**src/rtl/multicycle_control_pkg.sv**
```systemverilog
// Shared encodings for the multicycle sequencer, alu_control and the datapath muxes.
// Contents: opcode constants, FSM state type, ALU/mux select codes and the
// packed control vector produced by ctrl_out_decode.
package riscv_ctrl_pkg;

  localparam logic [6:0] OP_LOAD   = 7'b0000011;
  localparam logic [6:0] OP_STORE  = 7'b0100011;
  localparam logic [6:0] OP_R      = 7'b0110011;
  localparam logic [6:0] OP_I      = 7'b0010011;
  localparam logic [6:0] OP_BRANCH = 7'b1100011;
  localparam logic [6:0] OP_JAL    = 7'b1101111;

  // Encodings 12..15 are unreachable; the FSM routes them to StTrap.
  typedef enum logic [3:0] {
    StFetch  = 4'd0,
    StDecode = 4'd1,
    StMemAdr = 4'd2,
    StMemRd  = 4'd3,
    StMemWb  = 4'd4,
    StMemWr  = 4'd5,
    StExecR  = 4'd6,
    StExecI  = 4'd7,
    StAluWb  = 4'd8,
    StBeq    = 4'd9,
    StJal    = 4'd10,
    StTrap   = 4'd11
  } state_e;

  localparam logic [1:0] ALU_ADD    = 2'b00;
  localparam logic [1:0] ALU_SUB    = 2'b01;
  localparam logic [1:0] ALU_RFUNCT = 2'b10;
  localparam logic [1:0] ALU_IFUNCT = 2'b11;

  localparam logic [1:0] SRCA_PC    = 2'b00;
  localparam logic [1:0] SRCA_RS1   = 2'b01;
  localparam logic [1:0] SRCA_OLDPC = 2'b10;

  localparam logic [1:0] SRCB_RS2   = 2'b00;
  localparam logic [1:0] SRCB_FOUR  = 2'b01;
  localparam logic [1:0] SRCB_IMM   = 2'b10;

  localparam logic [1:0] WB_ALUOUT  = 2'b00;
  localparam logic [1:0] WB_MDR     = 2'b01;
  localparam logic [1:0] WB_PC      = 2'b10;

  typedef struct packed {
    logic       pc_write;
    logic       pc_write_cond;
    logic       i_or_d;
    logic       mem_read;
    logic       mem_write;
    logic       ir_write;
    logic [1:0] mem_to_reg;
    logic       reg_write;
    logic [1:0] alu_src_a;
    logic [1:0] alu_src_b;
    logic [1:0] alu_op;
    logic       pc_source;
    logic       illegal;
  } ctrl_t;

endpackage

```
**src/rtl/multicycle_control_if.sv**
```systemverilog
// Control bus between the multicycle sequencer (master) and the datapath (slave).
// Carries enable/opcode/zero/mem_ready into the controller and the control
// strobes, illegal flag and retired-instruction count out of it.
interface multicycle_control_if #(
  parameter int unsigned CNT_W = 32
);
  logic             enable;
  logic [6:0]       opcode;
  logic             zero;
  logic             mem_ready;
  logic             PCWrite;
  logic             PCWriteCond;
  logic             IorD;
  logic             MemRead;
  logic             MemWrite;
  logic             IRWrite;
  logic [1:0]       MemToReg;
  logic             RegWrite;
  logic [1:0]       ALUSrcA;
  logic [1:0]       ALUSrcB;
  logic [1:0]       ALUOp;
  logic             PCSource;
  logic             illegal;
  logic [CNT_W-1:0] retired;

  modport master (
    input  enable, opcode, zero, mem_ready,
    output PCWrite, PCWriteCond, IorD, MemRead, MemWrite, IRWrite, MemToReg, RegWrite,
           ALUSrcA, ALUSrcB, ALUOp, PCSource, illegal, retired
  );

  modport slave (
    output enable, opcode, zero, mem_ready,
    input  PCWrite, PCWriteCond, IorD, MemRead, MemWrite, IRWrite, MemToReg, RegWrite,
           ALUSrcA, ALUSrcB, ALUOp, PCSource, illegal, retired
  );
endinterface

```
**src/rtl/multicycle_control_ctrl_out_decode.sv**
```systemverilog
// Moore output decode for the multicycle sequencer.
// Ports: state (current FSM state), enable/mem_ready (FETCH qualifiers),
// ctrl (full control vector; unlisted fields are 0).
module ctrl_out_decode
  import riscv_ctrl_pkg::*;
(
  input  state_e state,
  input  logic   enable,
  input  logic   mem_ready,
  output ctrl_t  ctrl
);

  always_comb begin
    ctrl = '0;
    case (state)
      StFetch: begin
        if (enable) begin
          ctrl.mem_read  = 1'b1;
          ctrl.alu_src_a = SRCA_PC;
          ctrl.alu_src_b = SRCB_FOUR;
          ctrl.alu_op    = ALU_ADD;
          // IR and PC only load once the instruction word is actually there.
          ctrl.ir_write  = mem_ready;
          ctrl.pc_write  = mem_ready;
        end
      end
      StDecode: begin
        ctrl.alu_src_a = SRCA_OLDPC;
        ctrl.alu_src_b = SRCB_IMM;
        ctrl.alu_op    = ALU_ADD;
      end
      StMemAdr: begin
        ctrl.alu_src_a = SRCA_RS1;
        ctrl.alu_src_b = SRCB_IMM;
        ctrl.alu_op    = ALU_ADD;
      end
      StMemRd: begin
        ctrl.mem_read = 1'b1;
        ctrl.i_or_d   = 1'b1;
      end
      StMemWb: begin
        ctrl.reg_write  = 1'b1;
        ctrl.mem_to_reg = WB_MDR;
      end
      StMemWr: begin
        ctrl.mem_write = 1'b1;
        ctrl.i_or_d    = 1'b1;
      end
      StExecR: begin
        ctrl.alu_src_a = SRCA_RS1;
        ctrl.alu_src_b = SRCB_RS2;
        ctrl.alu_op    = ALU_RFUNCT;
      end
      StExecI: begin
        ctrl.alu_src_a = SRCA_RS1;
        ctrl.alu_src_b = SRCB_IMM;
        ctrl.alu_op    = ALU_IFUNCT;
      end
      StAluWb: begin
        ctrl.reg_write  = 1'b1;
        ctrl.mem_to_reg = WB_ALUOUT;
      end
      StBeq: begin
        ctrl.alu_src_a     = SRCA_RS1;
        ctrl.alu_src_b     = SRCB_RS2;
        ctrl.alu_op        = ALU_SUB;
        ctrl.pc_write_cond = 1'b1;
        ctrl.pc_source     = 1'b1;
      end
      StJal: begin
        // PC already holds old_pc+4 (link value); ALUOut holds the target.
        ctrl.reg_write  = 1'b1;
        ctrl.mem_to_reg = WB_PC;
        ctrl.pc_write   = 1'b1;
        ctrl.pc_source  = 1'b1;
      end
      StTrap: ctrl.illegal = 1'b1;
      default: ctrl = '0;
    endcase
  end

endmodule

```
**src/rtl/multicycle_control.sv**
```systemverilog
// Multicycle sequencer for the mini RISC-V datapath: steps FETCH/DECODE/EXEC/MEM/WB,
// waits on mem_ready, stalls on enable=0 in FETCH and counts retired instructions.
// Ports: clock, reset_n (async active-low), bus (master side of multicycle_control_if).
module multicycle_control
  import riscv_ctrl_pkg::*;
#(
  parameter int unsigned CNT_W = 32
) (
  input  logic                   clock,
  input  logic                   reset_n,
  multicycle_control_if.master   bus
);

  state_e           state_q, state_d;
  logic [CNT_W-1:0] retired_q, retired_d;
  logic             retire;
  ctrl_t            ctrl, ctrl_gated;

  always_ff @(posedge clock or negedge reset_n) begin
    if (!reset_n) begin
      state_q   <= StFetch;
      retired_q <= '0;
    end else begin
      state_q   <= state_d;
      retired_q <= retired_d;
    end
  end

  always_comb begin
    state_d = state_q;
    retire  = 1'b0;
    case (state_q)
      StFetch:  if (bus.enable && bus.mem_ready) state_d = StDecode;
      StDecode: begin
        case (bus.opcode)
          OP_LOAD, OP_STORE: state_d = StMemAdr;
          OP_R:              state_d = StExecR;
          OP_I:              state_d = StExecI;
          OP_BRANCH:         state_d = StBeq;
          OP_JAL:            state_d = StJal;
          default:           state_d = StTrap;
        endcase
      end
      // opcode[5] separates store (0100011) from load (0000011).
      StMemAdr: state_d = bus.opcode[5] ? StMemWr : StMemRd;
      StMemRd:  if (bus.mem_ready) state_d = StMemWb;
      StMemWb: begin
        state_d = StFetch;
        retire  = 1'b1;
      end
      StMemWr: begin
        if (bus.mem_ready) begin
          state_d = StFetch;
          retire  = 1'b1;
        end
      end
      StExecR, StExecI: state_d = StAluWb;
      StAluWb, StBeq, StJal: begin
        state_d = StFetch;
        retire  = 1'b1;
      end
      StTrap:  state_d = StTrap;
      default: state_d = StTrap;
    endcase
    retired_d = retired_q + {{(CNT_W-1){1'b0}}, retire};
  end

  ctrl_out_decode u_decode (
    .state     (state_q),
    .enable    (bus.enable),
    .mem_ready (bus.mem_ready),
    .ctrl      (ctrl)
  );

  // Strobes must drop the instant reset asserts, not at the next edge.
  assign ctrl_gated      = reset_n ? ctrl : '0;

  assign bus.PCWrite     = ctrl_gated.pc_write;
  assign bus.PCWriteCond = ctrl_gated.pc_write_cond;
  assign bus.IorD        = ctrl_gated.i_or_d;
  assign bus.MemRead     = ctrl_gated.mem_read;
  assign bus.MemWrite    = ctrl_gated.mem_write;
  assign bus.IRWrite     = ctrl_gated.ir_write;
  assign bus.MemToReg    = ctrl_gated.mem_to_reg;
  assign bus.RegWrite    = ctrl_gated.reg_write;
  assign bus.ALUSrcA     = ctrl_gated.alu_src_a;
  assign bus.ALUSrcB     = ctrl_gated.alu_src_b;
  assign bus.ALUOp       = ctrl_gated.alu_op;
  assign bus.PCSource    = ctrl_gated.pc_source;
  assign bus.illegal     = ctrl_gated.illegal;
  assign bus.retired     = retired_q;

endmodule

```
**src/flat_wrapper.sv**
```systemverilog
// flat-port wrapper written by rule: the top's interface ports become plain ports
module multicycle_control_flat import riscv_ctrl_pkg::*;
#(
  parameter int unsigned CNT_W = 32
)
  (clock, reset_n, bus_enable, bus_opcode, bus_zero, bus_mem_ready, bus_PCWrite, bus_PCWriteCond, bus_IorD, bus_MemRead, bus_MemWrite, bus_IRWrite, bus_MemToReg, bus_RegWrite, bus_ALUSrcA, bus_ALUSrcB, bus_ALUOp, bus_PCSource, bus_illegal, bus_retired);
  multicycle_control_if #(.CNT_W(CNT_W)) bus_i ();
  input  logic clock;
  input  logic reset_n;
  input wire logic [$bits(bus_i.enable)-1:0] bus_enable;
  input wire logic [$bits(bus_i.opcode)-1:0] bus_opcode;
  input wire logic [$bits(bus_i.zero)-1:0] bus_zero;
  input wire logic [$bits(bus_i.mem_ready)-1:0] bus_mem_ready;
  output wire logic [$bits(bus_i.PCWrite)-1:0] bus_PCWrite;
  output wire logic [$bits(bus_i.PCWriteCond)-1:0] bus_PCWriteCond;
  output wire logic [$bits(bus_i.IorD)-1:0] bus_IorD;
  output wire logic [$bits(bus_i.MemRead)-1:0] bus_MemRead;
  output wire logic [$bits(bus_i.MemWrite)-1:0] bus_MemWrite;
  output wire logic [$bits(bus_i.IRWrite)-1:0] bus_IRWrite;
  output wire logic [$bits(bus_i.MemToReg)-1:0] bus_MemToReg;
  output wire logic [$bits(bus_i.RegWrite)-1:0] bus_RegWrite;
  output wire logic [$bits(bus_i.ALUSrcA)-1:0] bus_ALUSrcA;
  output wire logic [$bits(bus_i.ALUSrcB)-1:0] bus_ALUSrcB;
  output wire logic [$bits(bus_i.ALUOp)-1:0] bus_ALUOp;
  output wire logic [$bits(bus_i.PCSource)-1:0] bus_PCSource;
  output wire logic [$bits(bus_i.illegal)-1:0] bus_illegal;
  output wire logic [$bits(bus_i.retired)-1:0] bus_retired;
  assign bus_i.enable = bus_enable;
  assign bus_i.opcode = bus_opcode;
  assign bus_i.zero = bus_zero;
  assign bus_i.mem_ready = bus_mem_ready;
  assign bus_PCWrite = bus_i.PCWrite;
  assign bus_PCWriteCond = bus_i.PCWriteCond;
  assign bus_IorD = bus_i.IorD;
  assign bus_MemRead = bus_i.MemRead;
  assign bus_MemWrite = bus_i.MemWrite;
  assign bus_IRWrite = bus_i.IRWrite;
  assign bus_MemToReg = bus_i.MemToReg;
  assign bus_RegWrite = bus_i.RegWrite;
  assign bus_ALUSrcA = bus_i.ALUSrcA;
  assign bus_ALUSrcB = bus_i.ALUSrcB;
  assign bus_ALUOp = bus_i.ALUOp;
  assign bus_PCSource = bus_i.PCSource;
  assign bus_illegal = bus_i.illegal;
  assign bus_retired = bus_i.retired;
  multicycle_control #(.CNT_W(CNT_W)) u_core (.clock(clock), .reset_n(reset_n), .bus(bus_i));
endmodule
```
**config.mk**
```make
export PLATFORM = sky130hd
export DESIGN_NAME = multicycle_control_flat
export DESIGN_NICKNAME = d
export VERILOG_FILES = /design/src/rtl/multicycle_control_pkg.sv /design/src/rtl/multicycle_control_if.sv /design/src/rtl/multicycle_control_ctrl_out_decode.sv /design/src/rtl/multicycle_control.sv /design/src/flat_wrapper.sv
export SDC_FILE = /design/constraint.sdc
export NUM_CORES = 1
export LEC_CHECK = 0
export ABC_AREA = 0
export BUFFER_PORTS_ARGS = -buffer_cell sky130_fd_sc_hd__buf_2
export CAP_MARGIN = 20
export CELL_PAD_IN_SITES_DETAIL_PLACEMENT = 1
export CELL_PAD_IN_SITES_GLOBAL_PLACEMENT = 2
export CORE_UTILIZATION = 29
export CTS_BUF_LIST = sky130_fd_sc_hd__clkbuf_4
export DETAILED_ROUTE_END_ITERATION = 7
export PLACE_DENSITY_LB_ADDON = 0.1
export SLEW_MARGIN = 10
export SYNTH_ARGS = -nofsm -noshare
export SYNTH_HDL_FRONTEND = slang
export SYNTH_SLANG_ARGS = --single-unit
```
**constraint.sdc**
```tcl
create_clock -name clock -period 2 [get_ports clock]
set_input_delay 0.1 -clock clock [delete_from_list [all_inputs] [get_ports clock]]
set_output_delay 0.1 -clock clock [all_outputs]
set_load 0.01 [all_outputs]
```
# [After elaboration in Yosys (flattened, before gate mapping)]
# Index checks and enable logic that the tools add are counted.
[word_totals] ff_bits=36 input_bits=12 out_inout_bits=49 wordCells=53
[op_classes] add_sub_neg=1 n_eq_ne=20 mux=22 reduce_logical=8
[op_table] op="6-bit case mux with 6 select lines" count=1
[op_table] op="32-bit by 1-bit adder with 32-bit output" count=1
[op_table] op="4-bit case mux with 7 select lines" count=1
[op_table] op="4-bit case mux with 5 select lines" count=1
[op_table] op="17-bit two-way mux" count=1
[op_table] op="4-bit by 3-bit == test with 1-bit output, second input constant" count=4
[op_table] op="4-bit == test, second input constant" count=4
[op_table] op="7-bit by 6-bit == test with 1-bit output, second input constant" count=2
[op_table] op="7-bit == test, second input constant" count=2
[op_table] op="4-bit two-way mux" count=3
[op_table] op="1-bit two-way mux" count=9
[op_table] op="3-bit case mux with 3 select lines" count=1
[op_table] op="4-bit by 2-bit == test with 1-bit output, second input constant" count=2
[op_table] op="2-bit OR reduction" count=4
[op_table] op="7-bit by 2-bit == test with 1-bit output, second input constant" count=1
[op_table] op="7-bit by 5-bit == test with 1-bit output, second input constant" count=1
[op_table] op="3-bit two-way mux" count=2
[op_table] op="1-bit case mux with 2 select lines" count=3
[op_table] op="4-bit by 1-bit == test with 1-bit output, second input constant" count=1
[op_table] op="4-bit logical NOT" count=1
[op_table] op="2-bit != test, second input constant" count=2
[op_table] op="4-bit OR reduction" count=1
[op_table] op="3-bit AND reduction" count=1
[op_table] op="2-bit by 1-bit != test with 1-bit output, second input constant" count=1
[op_table] op="1-bit logical AND" count=1

# [Logic depth before layout (Yosys ltp)]
# Gate-level depths: netlist (run 1).
[logic_depth] depth_word=4 ltp_mapped=10 ltp_nobuf=9

# [Cells and area by module]
# From an unflattened synthesis (run 1), not the netlist that was laid out.
[hier_totals] hier_cells=220 area_unflattened_um2=2145.8
[modules_own_cells] module="multicycle_control" instances=1 cells_per_inst=183 area_per_inst_um2=1890.6 seq_area_each_um2=900.9
[modules_own_cells] module="ctrl_out_decode" instances=1 cells_per_inst=37 area_per_inst_um2=255.2 seq_area_each_um2=0.0

# [Worst setup path after synthesis (run 1)]
# Ideal clock, no wire load.
[synth_timing] kind="register -> register" startpoint="register u_core.state_q[0]" endpoint="register u_core.retired_q[28] (netlist: u_core.bus.retired[28])" setup_ns=0.079 t_arrival_ns=2.143 t_required_ns=1.921 setup_slack_ns=-0.223 stages_incl_launch_ff=10 path_buffers=1 period_less_slack_ns=2.223 path_cell_list="dfrtp_1 > buf_2 > nor2b_1 > o31ai_1 > ha_1 > ha_1 > and4_2 > nand2_1 > nor4_1 > xor2_1"
[synth_via] elab_chain_cells=4 word_cells_on_any_way=8 classes_between="add/sub (1); eq/ne (5); mux (1); reduce/logical (1)"
[synth_lines] item="start: declaration" line="multicycle_control.sv:14" rtl="state_e state_q, state_d;"
[synth_lines] item="start signal: assignment" line="multicycle_control.sv:21" rtl="state_q <= StFetch;"
[synth_lines] item="start signal: assignment" line="multicycle_control.sv:24" rtl="state_q <= state_d;"
[synth_lines] item="4-bit by 3-bit == test with 1-bit output or 4-bit == test (tied branches)" line="multicycle_control.sv:32" rtl="case (state_q)"
[synth_lines] item="4-bit OR reduction (no source line)"
[synth_lines] item="1-bit case mux with 2 select lines (*)" line="multicycle_control.sv:32"
[synth_lines] item="32-bit by 1-bit adder with 32-bit output (*)" line="multicycle_control.sv:65" rtl="retired_d = retired_q + {{(CNT_W-1){1'b0}}, retire};"
[synth_lines] item="net u_core.retired_d[28]" line="multicycle_control.sv:15" rtl="logic [CNT_W-1:0] retired_q, retired_d;"
[synth_lines] item="end signal: assignment" line="multicycle_control.sv:25" rtl="retired_q <= retired_d;"
[synth_lines] item="end: declaration" line="multicycle_control.sv:15"
# Mark *: on every way through the listed nets, which the timed path passes. The rest lies on a longest branch.
# A chain may end at the register's enable or synchronous reset.

# [Worst setup path in the final report (run 1)]
[layout_timing] startpoint="register u_core.state_q[0]" endpoint="register u_core.retired_q[18] (netlist: u_core.bus.retired[18])"
# The elaborated chain is that of the path after synthesis.

==> qor.yml, run 1 <==
detailed_routing:
  wl_um: 5887
  vias: 1892
  drt_iter0_drc: 63
  via_per_inst: 4.778
  ant_nets: 0
  wire_per_inst_um: 14.87
  firstDrtPassIters: 4
  drc_errors: 0
cells_and_area:
  final_cell_area_mm2: 0.003020
  drive_gt1_share_pct: 43.00
  final_cell_mix: "buf_2 (59), dfrtp_1 (36), buf_4 (22), xor2_1 (17), nand2_1 (13)"
  nets: 314
  antennaDiodeCount: 0
  area_growth_pct: 46.30
  fin_cells: 396
  fill_cells: 811
  layout_commonest_cell: "buf_2"
  fin_util_pct: 44.21
worst_hold_path:
  min_path_type: "input pin to flip-flop"
  hp-start: "bus_opcode[5]"
  hold_depth: 3
  hold-path-endpoint: "u_core.state_q[0]"
critical_path:
  crit_family: "simple AND/OR/NAND/NOR gates"
  reg2reg_setup_slack_ns: -0.04
  crit_path_end_kind: "flip-flop"
  critPathRequiredTime_ns: 2.23
  path_cells: "nor2b_4 > o31ai_4 > ha_4 > ha_4 > and4_4 > nand4_1 > nand2b_4 > xnor2_2"
  r2r_start: "u_core.state_q[0]"
  crit_path_start_kind: "flip-flop"
  slowest_delay_ns: 0.41
  cp_slowest_cell: "dfrtp_1"
  worstRegToRegCells: 8
  rr_endpoint: "u_core.bus.retired[18]"
  crit_type: "flip-flop to flip-flop"
  cp_num_buf_inv: 0
  crit_fanout: 5
  critPathMostFrequentCell: "ha_4"
  cp.arrival_ns: 2.26
yosys:
  postSynthAreaPerCell_um2: 9.784
  synth_edf_count: 0
  synth_area_mm2: 0.002064
  synthTopCellsByArea: "dfrtp_1 (44%), xor2_1 (7.2%), xnor2_1 (5.5%), nor3_1 (2.9%), nand2b_1 (2.7%)"
  ys_types: 43
  postSynth.asyncResetShare_pct: 100.0
  synth_top_cell_area_share_pct: 43.64
  ys_seq_area_share_pct: 43.64
  ys_warn_count: 0
  synth_seq_cells: 36
  yosysTopAreaCell: "dfrtp_1"
  syn_inst: 211
  synth.net_count: 225
  synthFlopType: "dfrtp_1"
power_and_ir_drop:
  power.density_mw_per_mm2: 900.7
  peakVddDrop_uv: 364.3
  p_leak_uw: 0.001605
floorplan:
  rows: 30
  die-width_um: 86.38
  dieArea_mm2: 0.007461
  core_area_mm2: 0.006832
  top_level_ports: 61
  die_h_um: 86.38
  start_util_pct: 30.22
place:
  gp_congestion: 0.7331
  dp_cells: 375
  io_buffers: 59
  postPlaceCellArea_mm2: 0.002669
  hpwl_um: 4085
run:
  max_cap_viol_count: 0
clock_network:
  numCtsBuffers: 5
  htreeDepth: 2
  cts_sinks: 36
  cts_root_buffer: "clkbuf_4"
  cts_tree: "built"
  clk_pin_slew_ns: 0.11
  clk_latency_ns: 0.34
  clock_path_buffers: 2
sta:
  finalSetupTns_ns: -0.05370
  layout_worst_path_cycle_share_pct: 101.9
  period_needed_ns: 2.037
  max_freq_mhz: 490.9
  worst_pin_slew_ns: 0.5052
  slew_headroom_pct: 66.32
  holdWs_ns: 0.1543
  clock-skew-final_ns: 0.009768
  hold_violations: 0
  rsz0062_at_grt: "yes"
  fin_ws_ns: -0.03706
  finalSetupViolCount: 2
  finalMaxSlewViolations: 0
grt:
  use_met1_pct: 24.15
  use_met2_pct: 23.30
  grt_pass1_vias: 1836
  grt_max_degree: 39
  antenna_found_initial: 0
  grtUsageMet3_pct: 3.143
  grt_pass1_wl_um: 9404
  grt.overflow.total: 0
  grt_usage_pct: 16.03
  grt_busiest_layer: "met1"
run_status:
  status: "complete, but fails checks"
  violations: "negative setup slack"
==> how the worst max path moves through the flow <==
stage | startpoint | end | slack [ns] | depth (start not counted)
6_report | u_core.state_q[0] | u_core.bus.retired[18] | -0.04 | 8
5_1_grt | u_core.state_q[1] | u_core.bus.retired[18] | -0.19 | 9
4_1_cts | u_core.state_q[0] | u_core.bus.retired[18] | -0.03 | 8
3_5_place_dp | u_core.state_q[1] | u_core.bus.retired[18] | -0.12 | 8
3_3_place_gp | u_core.state_q[1] | u_core.bus.retired[18] | -0.1 | 8
2_1_floorplan | u_core.state_q[1] | u_core.bus.retired[18] | -0.06 | 9
==> layer usage <==
layer	part of all wire (%)	wire, um
met5	0	0
met4	0.82	48
met3	3.3	194
met2	43	2539
met1	53	3104
==> worst register-to-register path: cells and delay by family (launching register included) <==
| family | cells | cell delay (ns) |
|---|---|---|
| flops | 1 | 0.41 |
| xor+xnor | 1 | 0.13 |
| simple gates | 4 | 0.84 |
| fa+ha+maj | 2 | 0.32 |
| compound gates | 1 | 0.24 |
==> layout make-up <==
cell class | instances | area [um^2] | area share (%)
Sequential cell | 36 | 900.9 | 29.83
Clock inverter | 1 | 5.005 | 0.1657
Timing Repair Buffer | 89 | 561.8 | 18.60
Inverter | 9 | 37.54 | 1.243
Tap cell | 96 | 120.1 | 3.977
Clock buffer | 6 | 45.04 | 1.491
Multi-Input combinational cell | 159 | 1350 | 44.70
==> metrics by stage <==
stage	total power, uW	setup slack [ns]
3_5_place_dp	2124	-0.1239
2_1_floorplan	1733	-0.06430
3_3_place_gp	2134	-0.09693
4_1_cts	2613	-0.03344
6_report	2721	-0.03706
5_1_grt	2930	-0.1903
==> logic make-up (layout without fill, tap and decap cells) <==
family / count (synthesis) / count (layout) / synth area share (%)
AO/OA/AOI/OAI: 29 / 29 / 9.335
XOR/XNOR: 30 / 30 / 12.73
adder cells (fa/ha/maj): 2 / 2 / 1.212
buffers and inverters: 16 / 105 / 3.394
flip-flops: 36 / 36 / 43.64
AND/OR/NAND/NOR: 98 / 98 / 29.70
==> flip-flops by register name, summed over array words and instances (netlist names) <==
register            flops
u_core.bus.retired     32
u_core.state_q          4
==> cell usage after synthesis, drive strengths merged (2+ instances only) <==
master,instances
dfrtp,36
o21a,3
nor2b,3
and2,4
nor3,12
nand2b,9
nand2,14
nor4,10
ha,2
and4,6
buf,3
xor2,17
inv,9
nand3,14
clkbuf,4
nand4,7
and3,2
o21ai,6
a41oi,2
xnor2,13
a21oi,8
nor2,13
==> power breakdown <==
group	total [uW]	leakage, uW	internal [uW]	switching [uW]
sequential	988	0.000477	833	154
clock	388	0.0000315	143	245
combinational	1340	0.00110	655	689
==> timing repair <==
action | 4_1_cts | 5_1_grt
hold buffers | 1 | 0
buffers inserted | 4 | 11
pin swaps | 2 | 17
setup endpoints to repair | 19 | 20
gates resized for setup | 9 | 23
hold endpoints to repair | 36 | 0
No activity file was read; power rests on OpenSTA's default activity.
==> run 2, diff against run 1 <==
--- a/config.mk
+++ b/config.mk
@@ -12,9 +12,12 @@
 export CELL_PAD_IN_SITES_GLOBAL_PLACEMENT = 2
 export CORE_UTILIZATION = 29
 export CTS_BUF_LIST = sky130_fd_sc_hd__clkbuf_4
+export CTS_CLUSTER_SIZE = 30
 export DETAILED_ROUTE_END_ITERATION = 7
 export PLACE_DENSITY_LB_ADDON = 0.1
+export SETUP_SLACK_MARGIN = 0.15
 export SLEW_MARGIN = 10
 export SYNTH_ARGS = -nofsm -noshare
 export SYNTH_HDL_FRONTEND = slang
+export SYNTH_HIERARCHICAL = 1
 export SYNTH_SLANG_ARGS = --single-unit
==> run 2 against run 1 <==
- the flow still finishes with violations (negative setup slack)
- hold slack better by 0.011 ns
- synthesized cell count up 4.3%
- combinational power up 43%
- core utilization up 3.7 points
- cell area up 11%
- sequential cell count unchanged
- critical endpoint is now u_core/bus.retired[16]
- via count up 5.3%
- area after synthesis up 3.9%
- fmax down 13%
- largest cell class unchanged
- largest power group unchanged
- register-to-register slack worse by 0.30 ns
==> qor.yml, run 2 <==
yosys:
  synth_edf_count: 0  # unchanged
  synth_top_family_by_area: "simple AND/OR/NAND/NOR gates"  # unchanged
  ys_warn_count: 6  # was 0
  synthMuxAreaShare_pct: 0.4665  # was 0%
  synth.net_count: 234  # was 225
  synth_area_mm2: 0.002146  # was 0.002064 mm^2
  postSynth.asyncResetShare_pct: 100.0  # unchanged
  synth_compound_area_share_pct: 6.239  # was 9.333%
  synthFlopType: "dfrtp_1"  # unchanged
  synth.most_common_cell: "dfrtp_1"  # unchanged
  synth_fa_ha_area_share_pct: 1.166  # was 1.212%
  syn_inst: 220  # was 211
  synth_seq_cells: 36  # unchanged
  synthTopCellsByCount: "dfrtp_1 (36), and2_1 (19), xor2_1 (16), xnor2_1 (15), nand3_1 (14)"  # was dfrtp_1 (36), xor2_1 (17), nand2_1 (14), nor2_1 (13), xnor2_1 (13)
  synthTopCellsByArea: "dfrtp_1 (42%), xor2_1 (6.5%), xnor2_1 (6.1%), and2_1 (5.5%), nand3_1 (3.3%)"  # was dfrtp_1 (44%), xor2_1 (7.2%), xnor2_1 (5.5%), nor3_1 (2.9%), nand2b_1 (2.7%)
  yosysTopAreaCell: "dfrtp_1"  # unchanged
  synth_top_cell_area_share_pct: 41.98  # was 43.64%
  synth_xor_area_share_pct: 12.65  # was 12.73%
  ys_seq_area_share_pct: 41.98  # was 43.64%
  synth-simple-area-share_pct: 33.70  # was 29.70%
  ys_types: 51  # was 43
  postSynthAreaPerCell_um2: 9.754  # was 9.784 um^2
clock_network:
  cts_sinks: 36  # unchanged
  numCtsBuffers: 5  # unchanged
  cts_tree: "built"  # unchanged
  clk_latency_ns: 0.33  # was 0.34 ns
  clk_pin_slew_ns: 0.11  # about the same
  cts_root_buffer: "clkbuf_4"  # unchanged
  htreeDepth: 2  # unchanged
  clock_path_buffers: 2  # unchanged
place:
  gp_congestion: 0.7176  # was 0.7331
  io_buffers: 59  # unchanged
  dp_cells: 389  # was 375
  hpwl_um: 4073  # was 4085 um
cells_and_area:
  nets: 336  # was 314
  antennaDiodeCount: 0  # unchanged
  final_cell_mix: "buf_2 (58), dfrtp_1 (34), buf_4 (31), and2_1 (18), xor2_1 (15)"  # was buf_2 (59), dfrtp_1 (36), buf_4 (22), xor2_1 (17), nand2_1 (13)
  area_growth_pct: 55.92  # was 46.30%
  drive_gt1_share_pct: 51.86  # was 43.00%
  fin_cells: 418  # was 396
  largest_register_ffs: 32  # unchanged
  layout_commonest_cell: "buf_2"  # unchanged
sta:
  slew_headroom_pct: 59.44  # was 66.32%
  hold_violations: 0  # unchanged
  period_needed_ns: 2.342  # was 2.037 ns
  fin_ws_ns: -0.3420  # was -0.03706 ns
  rsz0062_at_grt: "yes"  # unchanged
  worst_pin_slew_ns: 0.6068  # was 0.5052 ns
  finalSetupTns_ns: -5.952  # was -0.05370 ns
  clock-skew-final_ns: 0.004358  # was 0.009768 ns
  finalSetupViolCount: 25  # was 2
  finalMaxSlewViolations: 0  # unchanged
  max_freq_mhz: 427.0  # was 490.9 MHz
  layout_worst_path_cycle_share_pct: 117.1  # was 101.9%
  holdWs_ns: 0.1655  # was 0.1543 ns
detailed_routing:
  firstDrtPassIters: 4  # unchanged
  ant_nets: 0  # unchanged
  wire_per_inst_um: 14.03  # was 14.87 um
  via_per_inst: 4.766  # was 4.778
  vias: 1992  # was 1892
  drt_iter0_drc: 38  # was 63
  wl_um: 5865  # was 5887 um
  drc_errors: 0  # unchanged
critical_path:
  cp_slowest_cell: "dfrtp_1"  # unchanged
  cp.arrival_ns: 2.58  # was 2.26 ns
  crit_end: "u_core/bus.retired[16]"  # was u_core.bus.retired[18]
  slowest_delay_ns: 0.43  # was 0.41 ns
  reg2reg_setup_slack_ns: -0.34  # was -0.04 ns
  crit_path_start_kind: "flip-flop"  # unchanged
  crit_type: "flip-flop to flip-flop"  # unchanged
  r2r_start: "u_core/state_q[2]"  # was u_core.state_q[0]
  rr_endpoint: "u_core/bus.retired[16]"  # was u_core.bus.retired[18]
  critPathRequiredTime_ns: 2.24  # was 2.23 ns
  path_cells: "inv_2 > o41ai_4 > ha_2 > buf_4 > buf_6 > ha_4 > and4_4 > buf_4 > and3_4 > nand4_1 > xnor2_1"  # was nor2b_4 > o31ai_4 > ha_4 > ha_4 > and4_4 > nand4_1 > nand2b_4 > xnor2_2
  crit_path_end_kind: "flip-flop"  # unchanged
  crit_fanout: 6  # was 5
  worstSetupStartpoint: "u_core/state_q[2]"  # was u_core.state_q[0]
  worstRegToRegCells: 11  # was 8
  critPathMostFrequentCell: "buf_4"  # was ha_4
floorplan:
  die-width_um: 88.02  # was 86.38 um
  top_level_ports: 61  # unchanged
  rows: 30  # unchanged
  start_util_pct: 30.73  # was 30.22%
  core_area_mm2: 0.006982  # was 0.006832 mm^2
  die_h_um: 88.02  # was 86.38 um
  dieArea_mm2: 0.007748  # was 0.007461 mm^2
grt:
  grt.overflow.total: 0  # unchanged
  grt_pass1_wl_um: 9411  # was 9404 um
  antenna_found_initial: 0  # unchanged
  grt_usage_pct: 15.58  # was 16.03%
  grt_max_degree: 27  # was 39
  grt_pass1_vias: 1930  # was 1836
power_and_ir_drop:
  power.density_mw_per_mm2: 968.5  # was 900.7 mW/mm^2
  p_leak_uw: 0.001700  # was 0.001605 uW
  p_total_uw: 3240  # was 2721 uW
  peakVddDrop_uv: 493.5  # was 364.3 uV
run_status:
  status: "complete, but fails checks"  # unchanged
  violations: "negative setup slack"  # unchanged
worst_hold_path:
  min_path_type: "input pin to flip-flop"  # unchanged
  hp-start: "bus_opcode[5]"  # unchanged
run:
  max_cap_viol_count: 0  # unchanged
-- run 2: cell count changes in the layout (fill, tap and decap cells not counted), sizes merged, moves of 4 or more --
cell / change
and2: +15
a21oi: -4
nor2: -4
o21ai: -5
buf: +15
nor4: -5
-- run 2: routing by layer --
layer  wire length [um]  GRT usage [%]  vias to the layer above  part of all wire (%)
met1               2838          21.27                      959                    48
li1                   -              -                      986                     -
met5                  0              0                        -                     0
met4                 41          3.666                        0                  0.70
met2               2742          25.37                       43                    47
met3                242          3.205                        4                   4.1
-- run 2: area by class of cell --
class,instances,area (um^2)
clock buffer,6,45.04
clock inverter,1,5.005
fill,827,3636
inverter,7,26.28
multi-input combinational,167,1478
sequential,36,903.4
tap,96,120.1
timing repair buffer,105,768.2
-- run 2: worst min path at each step --
stage	to	slack, ns	depth (start not counted)
after CTS	u_core/state_q[2]	0.16	3
after floorplan	u_core/bus.retired[0]	-0.20	0
final	u_core/state_q[2]	0.17	3
after detailed placement	u_core/bus.retired[31]	0.04	1
after global routing	u_core/state_q[2]	0.17	3
after global placement	u_core/bus.retired[31]	0.04	1
-- run 2: where the power goes --
| group | total (uW) | internal, uW | switching (uW) |
|---|---|---|---|
| Combinational | 1910 | 1070 | 838 |
| Clock | 377 | 143 | 234 |
| Sequential | 957 | 831 | 126 |
| Total | 3240 | 2040 | 1200 |
-- run 2: timing repair --
action,CTS,global route
setup buffers,8,11
pin swaps,13,33
hold endpoints to repair,7,0
endpoints found under the setup margin,30,44
cloned,2,0
hold buffers,1,0
gates resized for setup,29,47
-- run 2: through the flow --
stage                     worst slack (ns)  instance area, um^2  utilization, %
final                              -0.3420                 3346           47.92
after global routing               -0.4521                 3346           47.92
after CTS                          -0.3380                 3043           43.58
after detailed placement           -0.3606                 2723           39.00
after global placement             -0.2781                 2723           39.00
after floorplan                    -0.3127                 2205               -
-- run 2: logic make-up after synthesis --
logic type               Yosys count
multiplexers                       1
buffers and inverters             17
flip-flops                        36
XOR/XNOR                          31
AND/OR/NAND/NOR                  115
adder cells (fa/ha/maj)            2
AO/OA/AOI/OAI                     18
-- run 2: worst max-delay path: cells and delay by family (launching register included) --
kind            cells  cell delay (ns)
compound gates      1             0.33
flops               1             0.43
xor+xnor            1             0.14
simple gates        3             0.63
buf+inv             4             0.37
fa+ha+maj           2             0.35
